### config.mk
export PLATFORM = sky130hd
export DESIGN_NAME = uart_tx_arbiter
export DESIGN_NICKNAME = d
export VERILOG_FILES = /design/src/rtl/uart_tx_arbiter.sv
export SDC_FILE = /design/constraint.sdc
export NUM_CORES = 1
export LEC_CHECK = 0
export CAP_MARGIN = 20
export CORE_ASPECT_RATIO = 0.8
export CORE_UTILIZATION = 43
export DETAILED_ROUTE_END_ITERATION = 16
export GPL_TIMING_DRIVEN = 0
export PLACE_DENSITY = 0.81
export REMOVE_ABC_BUFFERS = 1
export SYNTH_ARGS = -nofsm -noshare
export SYNTH_HDL_FRONTEND = slang
export SYNTH_SLANG_ARGS = --single-unit
### constraint.sdc
create_clock -name clk -period 2.75 [get_ports clk]
set_input_delay 0.6875 -clock clk [delete_from_list [all_inputs] [get_ports clk]]
set_output_delay 0.6875 -clock clk [all_outputs]
set_load 0.05 [all_outputs]
### src/rtl/uart_tx_arbiter.sv
// Round-robin arbiter sharing one UART transmitter among NUM_REQ byte
// requesters, with optional multi-byte message locking and a timeout on
// the transmitter's busy acknowledgement.
module uart_tx_arbiter #(
  parameter  int NUM_REQ      = 4,
  parameter  int DATA_WIDTH   = 8,
  parameter  int BUSY_TIMEOUT = 16,
  localparam int ID_W         = $clog2(NUM_REQ)
) (
  input  logic                          clk,
  input  logic                          rst,
  input  logic [NUM_REQ-1:0]            req_valid,
  input  logic [NUM_REQ*DATA_WIDTH-1:0] req_data,
  input  logic [NUM_REQ-1:0]            req_last,
  output logic [NUM_REQ-1:0]            req_ready,
  output logic [DATA_WIDTH-1:0]         tx_input_data,
  output logic                          tx_input_data_valid,
  input  logic                          tx_output_ready,
  output logic [ID_W-1:0]               grant_id,
  output logic                          locked,
  output logic                          busy,
  output logic                          err_timeout
);

  localparam int CNT_W = $clog2(BUSY_TIMEOUT + 1);

  typedef enum logic [1:0] {IDLE, SEND, WAIT_BUSY, WAIT_DONE} state_t;

  state_t           state;
  logic [ID_W-1:0]  rr_last;
  logic [CNT_W-1:0] cnt;
  logic             cand_found;
  logic [ID_W-1:0]  winner;
  logic [ID_W-1:0]  pos;

  // Pick the candidate: the lock owner only, or a rotating scan after the last winner
  always_comb begin
    cand_found = 1'b0;
    winner     = '0;
    pos        = '0;
    if (locked) begin
      cand_found = req_valid[grant_id];
      winner     = grant_id;
    end else begin
      for (int unsigned k = 0; k < NUM_REQ; k++) begin
        pos = ID_W'((32'(rr_last) + 32'd1 + k) % 32'(NUM_REQ));
        if (!cand_found && req_valid[pos]) begin
          cand_found = 1'b1;
          winner     = pos;
        end
      end
    end
  end

  // One-hot accept strobe, only while idle and out of reset
  always_comb begin
    req_ready = '0;
    if (state == IDLE && cand_found && !rst)
      req_ready[winner] = 1'b1;
  end

  assign busy = (state != IDLE);

  // Main control FSM with registered transmitter-side outputs
  always_ff @(posedge clk) begin
    if (rst) begin
      state               <= IDLE;
      tx_input_data       <= '0;
      tx_input_data_valid <= 1'b0;
      grant_id            <= '0;
      locked              <= 1'b0;
      err_timeout         <= 1'b0;
      cnt                 <= '0;
      rr_last             <= ID_W'(NUM_REQ - 1);
    end else begin
      err_timeout <= 1'b0;
      case (state)
        IDLE: begin
          if (cand_found) begin
            tx_input_data       <= req_data[32'(winner)*DATA_WIDTH +: DATA_WIDTH];
            tx_input_data_valid <= 1'b1;
            grant_id            <= winner;
            locked              <= ~req_last[winner];
            // pointer advances on unlocked accepts and on the lock-releasing byte
            if (!locked || req_last[winner])
              rr_last <= winner;
            state <= SEND;
          end
        end
        SEND: begin
          if (tx_output_ready) begin
            tx_input_data_valid <= 1'b0;
            cnt                 <= '0;
            state               <= WAIT_BUSY;
          end
        end
        WAIT_BUSY: begin
          if (!tx_output_ready) begin
            state <= WAIT_DONE;
          end else if (cnt == CNT_W'(BUSY_TIMEOUT - 1)) begin
            err_timeout <= 1'b1;
            locked      <= 1'b0;
            cnt         <= '0;
            state       <= IDLE;
          end else begin
            cnt <= cnt + 1'b1;
          end
        end
        WAIT_DONE: begin
          if (tx_output_ready)
            state <= IDLE;
        end
        default: state <= IDLE;
      endcase
    end
  end

endmodule

==> results of run 1 <==
how the worst min path moves through the flow:
| stage | from | depth (start not counted) | endpoint | slack (ns) |
|---|---|---|---|---|
| final | tx_input_data_valid | 2 | tx_input_data_valid | 0.51 |
| after CTS | tx_input_data_valid | 2 | tx_input_data_valid | 0.51 |
| after floorplan | cnt[4] | 1 | cnt[4] | 0.47 |
| after global placement | tx_input_data_valid | 2 | tx_input_data_valid | 0.48 |
| after global routing | cnt[4] | 1 | cnt[4] | 0.52 |
| after detailed placement | tx_input_data[2] | 2 | tx_input_data[2] | 0.48 |
timing repair:
action                     in CTS  in global routing
hold buffers                    0                  0
setup buffers                  21                  5
pin swaps                      10                 12
cloned                          1                  0
gates resized for setup        69                 23
setup endpoints to repair      16                 13
cell usage in the layout (no fill, tap or decap), types with 4 or more instances in the layout:
cell / count
nand3_1: 34
o21ai_0: 7
buf_6: 6
nand2_1: 65
nor2_1: 8
buf_4: 25
a211oi_1: 16
a21oi_1: 13
nor3_1: 32
dfxtp_2: 6
nor2_2: 4
o211ai_1: 20
clkdlybuf4s50_1: 51
dfxtp_1: 16
o221ai_2: 9
inv_1: 4
metrics by stage:
step	instances	total power, uW	setup TNS [ns]	utilization (%)
floorplan	285	1950	-2.97	-
global placement	405	2500	-19.58	57.0
detailed placement	407	2580	-15.04	57.8
CTS	432	3090	0	63.6
global route	436	3440	-0.122	65.7
finish	436	3250	-0.0304	65.7
cell type report:
class,instances,area [um^2]
sequential,22,448
timing repair buffer,87,847
inverter,5,22.5
multi-input combinational,259,1620
fill,420,1600
tap,60,75.1
clock buffer,3,41.3
flip-flops by register name (all words and copies together) (netlist names):
| name | flops |
|---|---|
| grant_id | 2 |
| tx_input_data | 8 |
| rr_last | 2 |
| locked | 1 |
| tx_input_data_valid | 1 |
| err_timeout | 1 |
| state | 2 |
| cnt | 5 |
cells in the mapped netlist, drive strengths merged, types with 7 or more instances:
cell type | count | area share (%)
nand2 | 65 | 12
nand3 | 34 | 8.0
nor3 | 32 | 7.6
dfxtp | 22 | 21
clkbuf | 21 | 3.8
o211ai | 20 | 7.1
a211oi | 16 | 5.7
a21oi | 13 | 3.1
nor2 | 13 | 2.3
buf | 12 | 3.1
o221ai | 12 | 7.3
o21ai | 7 | 1.7
where the power goes:
group          switching [uW]  internal, uW  total [uW]
Combinational            1470           976        2440
Sequential                173           430         603
Clock                     106          97.8         204
Total                    1750          1500        3250
routing by layer:
layer	vias up	part of all wire, %	GRT usage [%]
met2	142	45	45.2
met4	0	1.4	8.93
li1	1299	-	-
met1	1308	43	40.4
met3	11	10	5.49
met5	-	0	0
worst max-delay path, cell delays in order:
cell     delay, ns
buf_12        0.11
or4_4         0.54
mux2i_4       0.20
nor2_2        0.06
nand4_1       0.24
nor2_2        0.08
buf_6         0.16
logic make-up after synthesis:
kind of cell,count (synthesis),synth area share [%]
AO/OA/AOI/OAI,82,30.4
adder cells (fa/ha/maj),1,0.590
AND/OR/NAND/NOR,170,37.6
multiplexers,5,2.95
buffers and inverters,38,7.73
flip-flops,22,20.8
==> results.toml, run 1 <==
[route]
routedWlPerCell_um = 17.4
dr.pass1.iters = 5
drc = 0
drt_iter0_drc = 255
avgViaCountPerCell = 6.33
ant_nets = 0
vias = 2760
wl_um = 7600

[run_status]
violations = "negative setup slack"
status = "complete, but fails checks"

[grt]
grt_overflow = 0
track_usage_pct = 29.1
grt_pass1_wl_um = 12000
antenna_found_initial = 0
grt_max_degree = 23
grt_pass1_vias = 2481

[sta]
hold_violations = 0
rsz0062_at_grt = "yes"
setup_violations = 2
fin_crit_ns = 2.78
maxSlewHeadroom_pct = 49.4
max_freq_mhz = 360
hold_ws_ns = 0.511
drv_slew = 0
timing.final.ws_setup_ns = -0.0260
finalClockSkew_ns = 0.00164
tightestPinTransition_ns = 0.759
finalCritPeriodShare_pct = 101

[pwr]
p_per_area_nw_per_um2 = 1060
cellLeakagePower_uw = 0.00111
ir_drop_mv = 0.586

[final_layout]
area_growth_pct = 44.1
postLayoutCellArea_um2 = 3060
diodes = 0
finalNetCount = 422
drive_gt1_share_pct = 19.9

[die]
coreArea_um2 = 4650
die_area_um2 = 5220
rows = 22
die_h_um = 64.8
io_pins = 61
initial_core_util_pct = 45.6
die_width_um = 80.5

[synthesis]
syn_inst = 318
synth_cell_types = 44
yosys_most_used_dff = "dfxtp_1"
synth_area_um2 = 2120
synth_seq_area_share_pct = 20.8
yosysWarningCount = 0
avgSynthCellArea_um2 = 6.67
async_flop_share_pct = 0
synth-seq-cells = 22
synth-edff-count = 0

[flow_run]
drv_cap = 0

[critical_path]
criticalPathCategory = "primary input to output port"
r2r-end = "tx_input_data[1]"
cp-end-kind = "output port"
crit_path_start = "req_valid[2]"
reg2reg_from = "grant_id[1]"
worstPathRequired_ns = 2.06
worstSetupEndpoint = "req_ready[1]"
cp_max_fo = 8
ff2ff_setup_slack_ns = 0.18
cp-start-kind = "primary input"
rr_worst_depth = 12
critPathArrivalTime_ns = 2.09

[cts]
clockRootBuffer = "clkbuf_8"
cts_sinks = 22
cts_buffers = 3
ctsHtreeMaxLevel = 1
cts_tree = "built"
cts_max_path_buffers = 2
clock_latency_ns = 0.26
clk_pin_slew_ns = 0.08

[min_path]
hold_class = "register to register"

[place]
hpwl_um = 4480
place_ws_ns = -1.99
placed_cell_area_um2 = 2690
io_buffers = 60
place.gp.congestion = 0.889
No activity file was read; power rests on OpenSTA's default activity.
==> run 2: changes to the inputs <==
--- a/config.mk
+++ b/config.mk
@@ -10,8 +10,9 @@
 export CORE_UTILIZATION = 43
 export DETAILED_ROUTE_END_ITERATION = 16
 export GPL_TIMING_DRIVEN = 0
-export PLACE_DENSITY = 0.81
+export PLACE_DENSITY = 0.77
 export REMOVE_ABC_BUFFERS = 1
+export SLEW_MARGIN = 40
 export SYNTH_ARGS = -nofsm -noshare
 export SYNTH_HDL_FRONTEND = slang
 export SYNTH_SLANG_ARGS = --single-unit
==> results.toml, run 2 (synthesis results as in run 1) <==
[run_status]
status = "complete, but fails checks"
violations = "negative setup slack"

[critical_path]
cp_max_fo = 7
r2r-end = "tx_input_data[7]"
critPathArrivalTime_ns = 2.06
worst_path_largest_cell_delay_ns = 0.53
cp-end-kind = "output port"
rr_worst_depth = 6
cp_common_cell = "buf_8"
slowest_stage = "or4_4"
path_cells = "buf_8 -> or4_4 -> mux2i_4 -> or2_4 -> a211o_4 -> nor2_4 -> buf_8"
ff2ff_setup_slack_ns = 0.63
reg2reg_from = "rr_last[0]"
worstPathRequired_ns = 2.06
criticalPathCategory = "primary input to output port"
cp-start-kind = "primary input"

[sta]
fin_tns_setup_ns = -0.00124
maxSlewHeadroom_pct = 47.5
max_freq_mhz = 363
hold_ws_ns = 0.499
tightestPinTransition_ns = 0.784
timing.final.ws_setup_ns = -0.00124
setup_violations = 1
fin_crit_ns = 2.75
hold_violations = 0
finalClockSkew_ns = 0.00540
rsz0062_at_grt = "yes"
drv_slew = 0
finalCritPeriodShare_pct = 100

[final_layout]
fin_cells = 428
diodes = 0
finalNetCount = 413
postLayoutCellArea_um2 = 3030
area_growth_pct = 42.7
utilization_pct = 65.0
drive_gt1_share_pct = 17.7
nFillCells = 412
reg_top3 = "tx_input_data x8, cnt x5"
layout_common_cells = "nand2_1, clkdlybuf4s50_1, nand3_1"
top_register = "tx_input_data"
largest_reg_flops = 8
layout_commonest_cell = "nand2_1"

[grt]
grt_overflow = 0
grt_max_degree = 41
track_usage_pct = 27.4
antenna_found_initial = 0
grt_pass1_vias = 2266
grt_pass1_wl_um = 11200

[die]
die_h_um = 64.8
die_area_um2 = 5220
initial_core_util_pct = 45.6
coreArea_um2 = 4650
die_width_um = 80.5
rows = 22
io_pins = 61

[min_path]
hold_class = "register to register"
hold_depth = 2
worstHoldStart = "tx_input_data[3]"
min_to = "tx_input_data[3]"

[cts]
clk_pin_slew_ns = 0.08
cts_tree = "built"
cts_max_path_buffers = 2
cts_sinks = 22
cts_buffers = 3
clockRootBuffer = "clkbuf_8"
ctsHtreeMaxLevel = 1
clock_latency_ns = 0.27
cts_hold_buf = 0

[route]
dr.pass1.iters = 5
avgViaCountPerCell = 6.32
vias = 2703
wl_um = 7130
ant_nets = 0
drc = 0
routedWlPerCell_um = 16.7
drt_iter0_drc = 350

[place]
io_buffers = 60
hpwl_um = 4360
placed_cell_area_um2 = 2690
placed_cells = 405
place.gp.congestion = 0.845

[pwr]
ir_drop_mv = 0.682
cellLeakagePower_uw = 0.00108
p_per_area_nw_per_um2 = 1070

[flow_run]
drv_cap = 0
-- run 2: how the worst max path moves through the flow --
| stage | end | slack [ns] | startpoint | cells past startpoint |
|---|---|---|---|---|
| 2_1_floorplan | req_ready[2] | -0.83 | req_valid[3] | 5 |
| 3_3_place_gp | req_ready[3] | -2.54 | req_valid[3] | 7 |
| 3_5_place_dp | req_ready[3] | -2.00 | req_valid[3] | 7 |
| 4_1_cts | req_ready[0] | 0.0001 | req_valid[1] | 7 |
| 5_1_grt | req_ready[2] | -0.04 | req_valid[3] | 7 |
| 6_report | req_ready[2] | -0.001 | req_valid[1] | 7 |
-- run 2: per-stage QoR --
step                      power [uW]  setup WS (ns)
after CTS                       3130       0.000118
after detailed placement        2570          -2.00
after floorplan                 1950         -0.830
after global placement          2510          -2.54
after global routing            3450        -0.0357
final                           3250       -0.00124
-- run 2: layout make-up --
cell class,count,area [um^2],share of cell area (%)
Sequential cell,22,447,14.8
Clock buffer,3,41.3,1.36
Multi-Input combinational cell,259,1640,54.1
Timing Repair Buffer,78,772,25.5
Inverter,5,22.5,0.744
Tap cell,60,75.1,2.48
Clock inverter,1,30.0,0.993
-- run 2: report_power, final --
group | switching (uW) | leakage [uW] | total [uW] | internal, uW
clock network | 114 | 0.0000357 | 308 | 195
logic | 1440 | 0.000865 | 2350 | 913
registers | 161 | 0.000182 | 590 | 428
-- run 2: critical path: cells and delay by family --
kind	cells	cell delay, ns
simple gates	3	0.76
buf+inv	2	0.25
compound gates	1	0.13
mux	1	0.23
-- run 2: what timing repair did --
item                       4_1_cts  5_1_grt
cloned                           1        0
setup endpoints to repair       16        4
setup buffers                   16        2
gates resized for setup         72       19
pin swaps                       10        9
-- run 2: metal layers --
layer	vias to the layer above	routed length, um	global-route usage [%]
li1	1285	-	-
met1	1265	3050	40.7
met2	145	3320	42.5
met3	8	727	3.24
met4	0	42	4.24
met5	-	0	0
==> run 3: changes to the inputs <==
--- a/config.mk
+++ b/config.mk
@@ -6,7 +6,7 @@
 export NUM_CORES = 1
 export LEC_CHECK = 0
 export CAP_MARGIN = 20
-export CORE_ASPECT_RATIO = 0.8
+export CORE_ASPECT_RATIO = 1.25
 export CORE_UTILIZATION = 43
 export DETAILED_ROUTE_END_ITERATION = 16
 export GPL_TIMING_DRIVEN = 0
==> results.toml, run 3 (synthesis results as in run 1) <==
[run_status]
status = "finished, final reports clean"

[min_path]
worstHoldStart = "tx_input_data[4]"
hold_class = "register to register"

[critical_path]
worstPathRequired_ns = 2.06
cp_max_fo = 5
cp-end-kind = "output port"
criticalPathCategory = "primary input to output port"
critPathArrivalTime_ns = 2.04
crit_path_start = "req_valid[0]"
reg2reg_from = "rr_last[0]"
cp-start-kind = "primary input"

[route]
ant_nets = 0
vias = 2641
avgViaCountPerCell = 6.13
top_layer = "met4"
met2_length_um = 3530
drc = 0
wl_met1_um = 2940
met3WireLength_um = 513
drt_iter0_drc = 325
wl_um = 7190
routedWlPerCell_um = 16.7
dr.pass1.iters = 4

[cts]
cts_max_path_buffers = 2
cts_hold_buf = 0
clk_pin_slew_ns = 0.09
ctsHtreeMaxLevel = 1
clockRootBuffer = "clkbuf_8"
cts_tree = "built"
clock_latency_ns = 0.27
cts_sinks = 22
cts_buffers = 3

[final_layout]
layout_commonest_cell = "nand2_1"
reg_top3 = "tx_input_data x8, cnt x5"
layout_common_cells = "nand2_1, clkdlybuf4s50_1, nand3_1"
area_growth_pct = 44.2
postLayoutCellArea_um2 = 3060
diodes = 0
finalNetCount = 416
largest_reg_flops = 8
drive_gt1_share_pct = 18.6
top_register = "tx_input_data"

[die]
coreArea_um2 = 4730
initial_core_util_pct = 44.8
die_width_um = 64.8
die_area_um2 = 5220
die_h_um = 80.5
io_pins = 61
rows = 28

[grt]
grt_max_degree = 41
grt_pass1_wl_um = 11500
grt_pass1_vias = 2441
grt_overflow = 0
antenna_found_initial = 0
track_usage_pct = 27.8

[sta]
fin_crit_ns = 2.73
maxSlewHeadroom_pct = 50.6
setup_violations = 0
max_freq_mhz = 366
finalCritPeriodShare_pct = 99.2
finalClockSkew_ns = 0.0102
drv_slew = 0
rsz0062_at_grt = "yes"
tightestPinTransition_ns = 0.742
hold_violations = 0

[place]
hpwl_um = 4250
placed_cell_area_um2 = 2690
place.gp.congestion = 0.818
io_buffers = 60

[pwr]
fin_total_pwr_uw = 3140
p_per_area_nw_per_um2 = 1030
ir_drop_mv = 0.566
cellLeakagePower_uw = 0.00111

[flow_run]
drv_cap = 0
[run 3: worst max-delay path, cell delays in order]
cell,delay [ns]
buf_8,0.10
or4_4,0.54
mux2i_4,0.21
or2_4,0.17
a211o_4,0.13
nor2_4,0.05
buf_8,0.14
[run 3: final timing paths]
path / to / slack (ns) / cells past startpoint
setup / recovery: req_ready[2] / 0.02 / 7
setup reg to reg: tx_input_data[1] / 0.67 / 6
hold reg to reg: tx_input_data[4] / 0.50 / 2
hold / removal: tx_input_data[4] / 0.50 / 2
[run 3: layer usage]
metal | global-route usage (%) | vias up
li1 | - | 1296
met1 | 34.0 | 1205
met2 | 47.7 | 118
met3 | 3.69 | 22
met4 | 12.4 | 0
met5 | 0 | -
[run 3: cell type report]
type	instances	area, um^2
repair buffers	81	813
flip-flops and latches	22	450
well taps	60	75.1
clock buffers	4	55.1
multi-input cells	259	1640
inverters	5	22.5
fillers	422	1670
[run 3: where the power goes]
part / switching, uW / total (uW) / internal, uW
registers: 171 / 603 / 433
logic: 1410 / 2300 / 894
clock network: 108 / 236 / 128
total: 1690 / 3140 / 1450
[run 3: stage by stage]
stage | setup WS (ns) | std cells | hold WS [ns] | TNS [ns] | utilization (%)
2_1_floorplan | -0.830 | 285 | 0.467 | -2.97 | -
3_3_place_gp | -2.55 | 405 | 0.474 | -20.84 | 56.1
3_5_place_dp | -1.99 | 405 | 0.482 | -16.05 | 56.9
4_1_cts | 0.00199 | 422 | 0.501 | 0 | 61.4
5_1_grt | -0.0646 | 431 | 0.519 | -0.105 | 64.7
6_report | 0.0212 | 431 | 0.497 | 0 | 64.7
[run 3: timing repair]
item	4_1_cts	5_1_grt
setup endpoints to repair	16	5
gates resized for setup	70	22
setup buffers	12	8
pin swaps	10	11
cloned	1	1
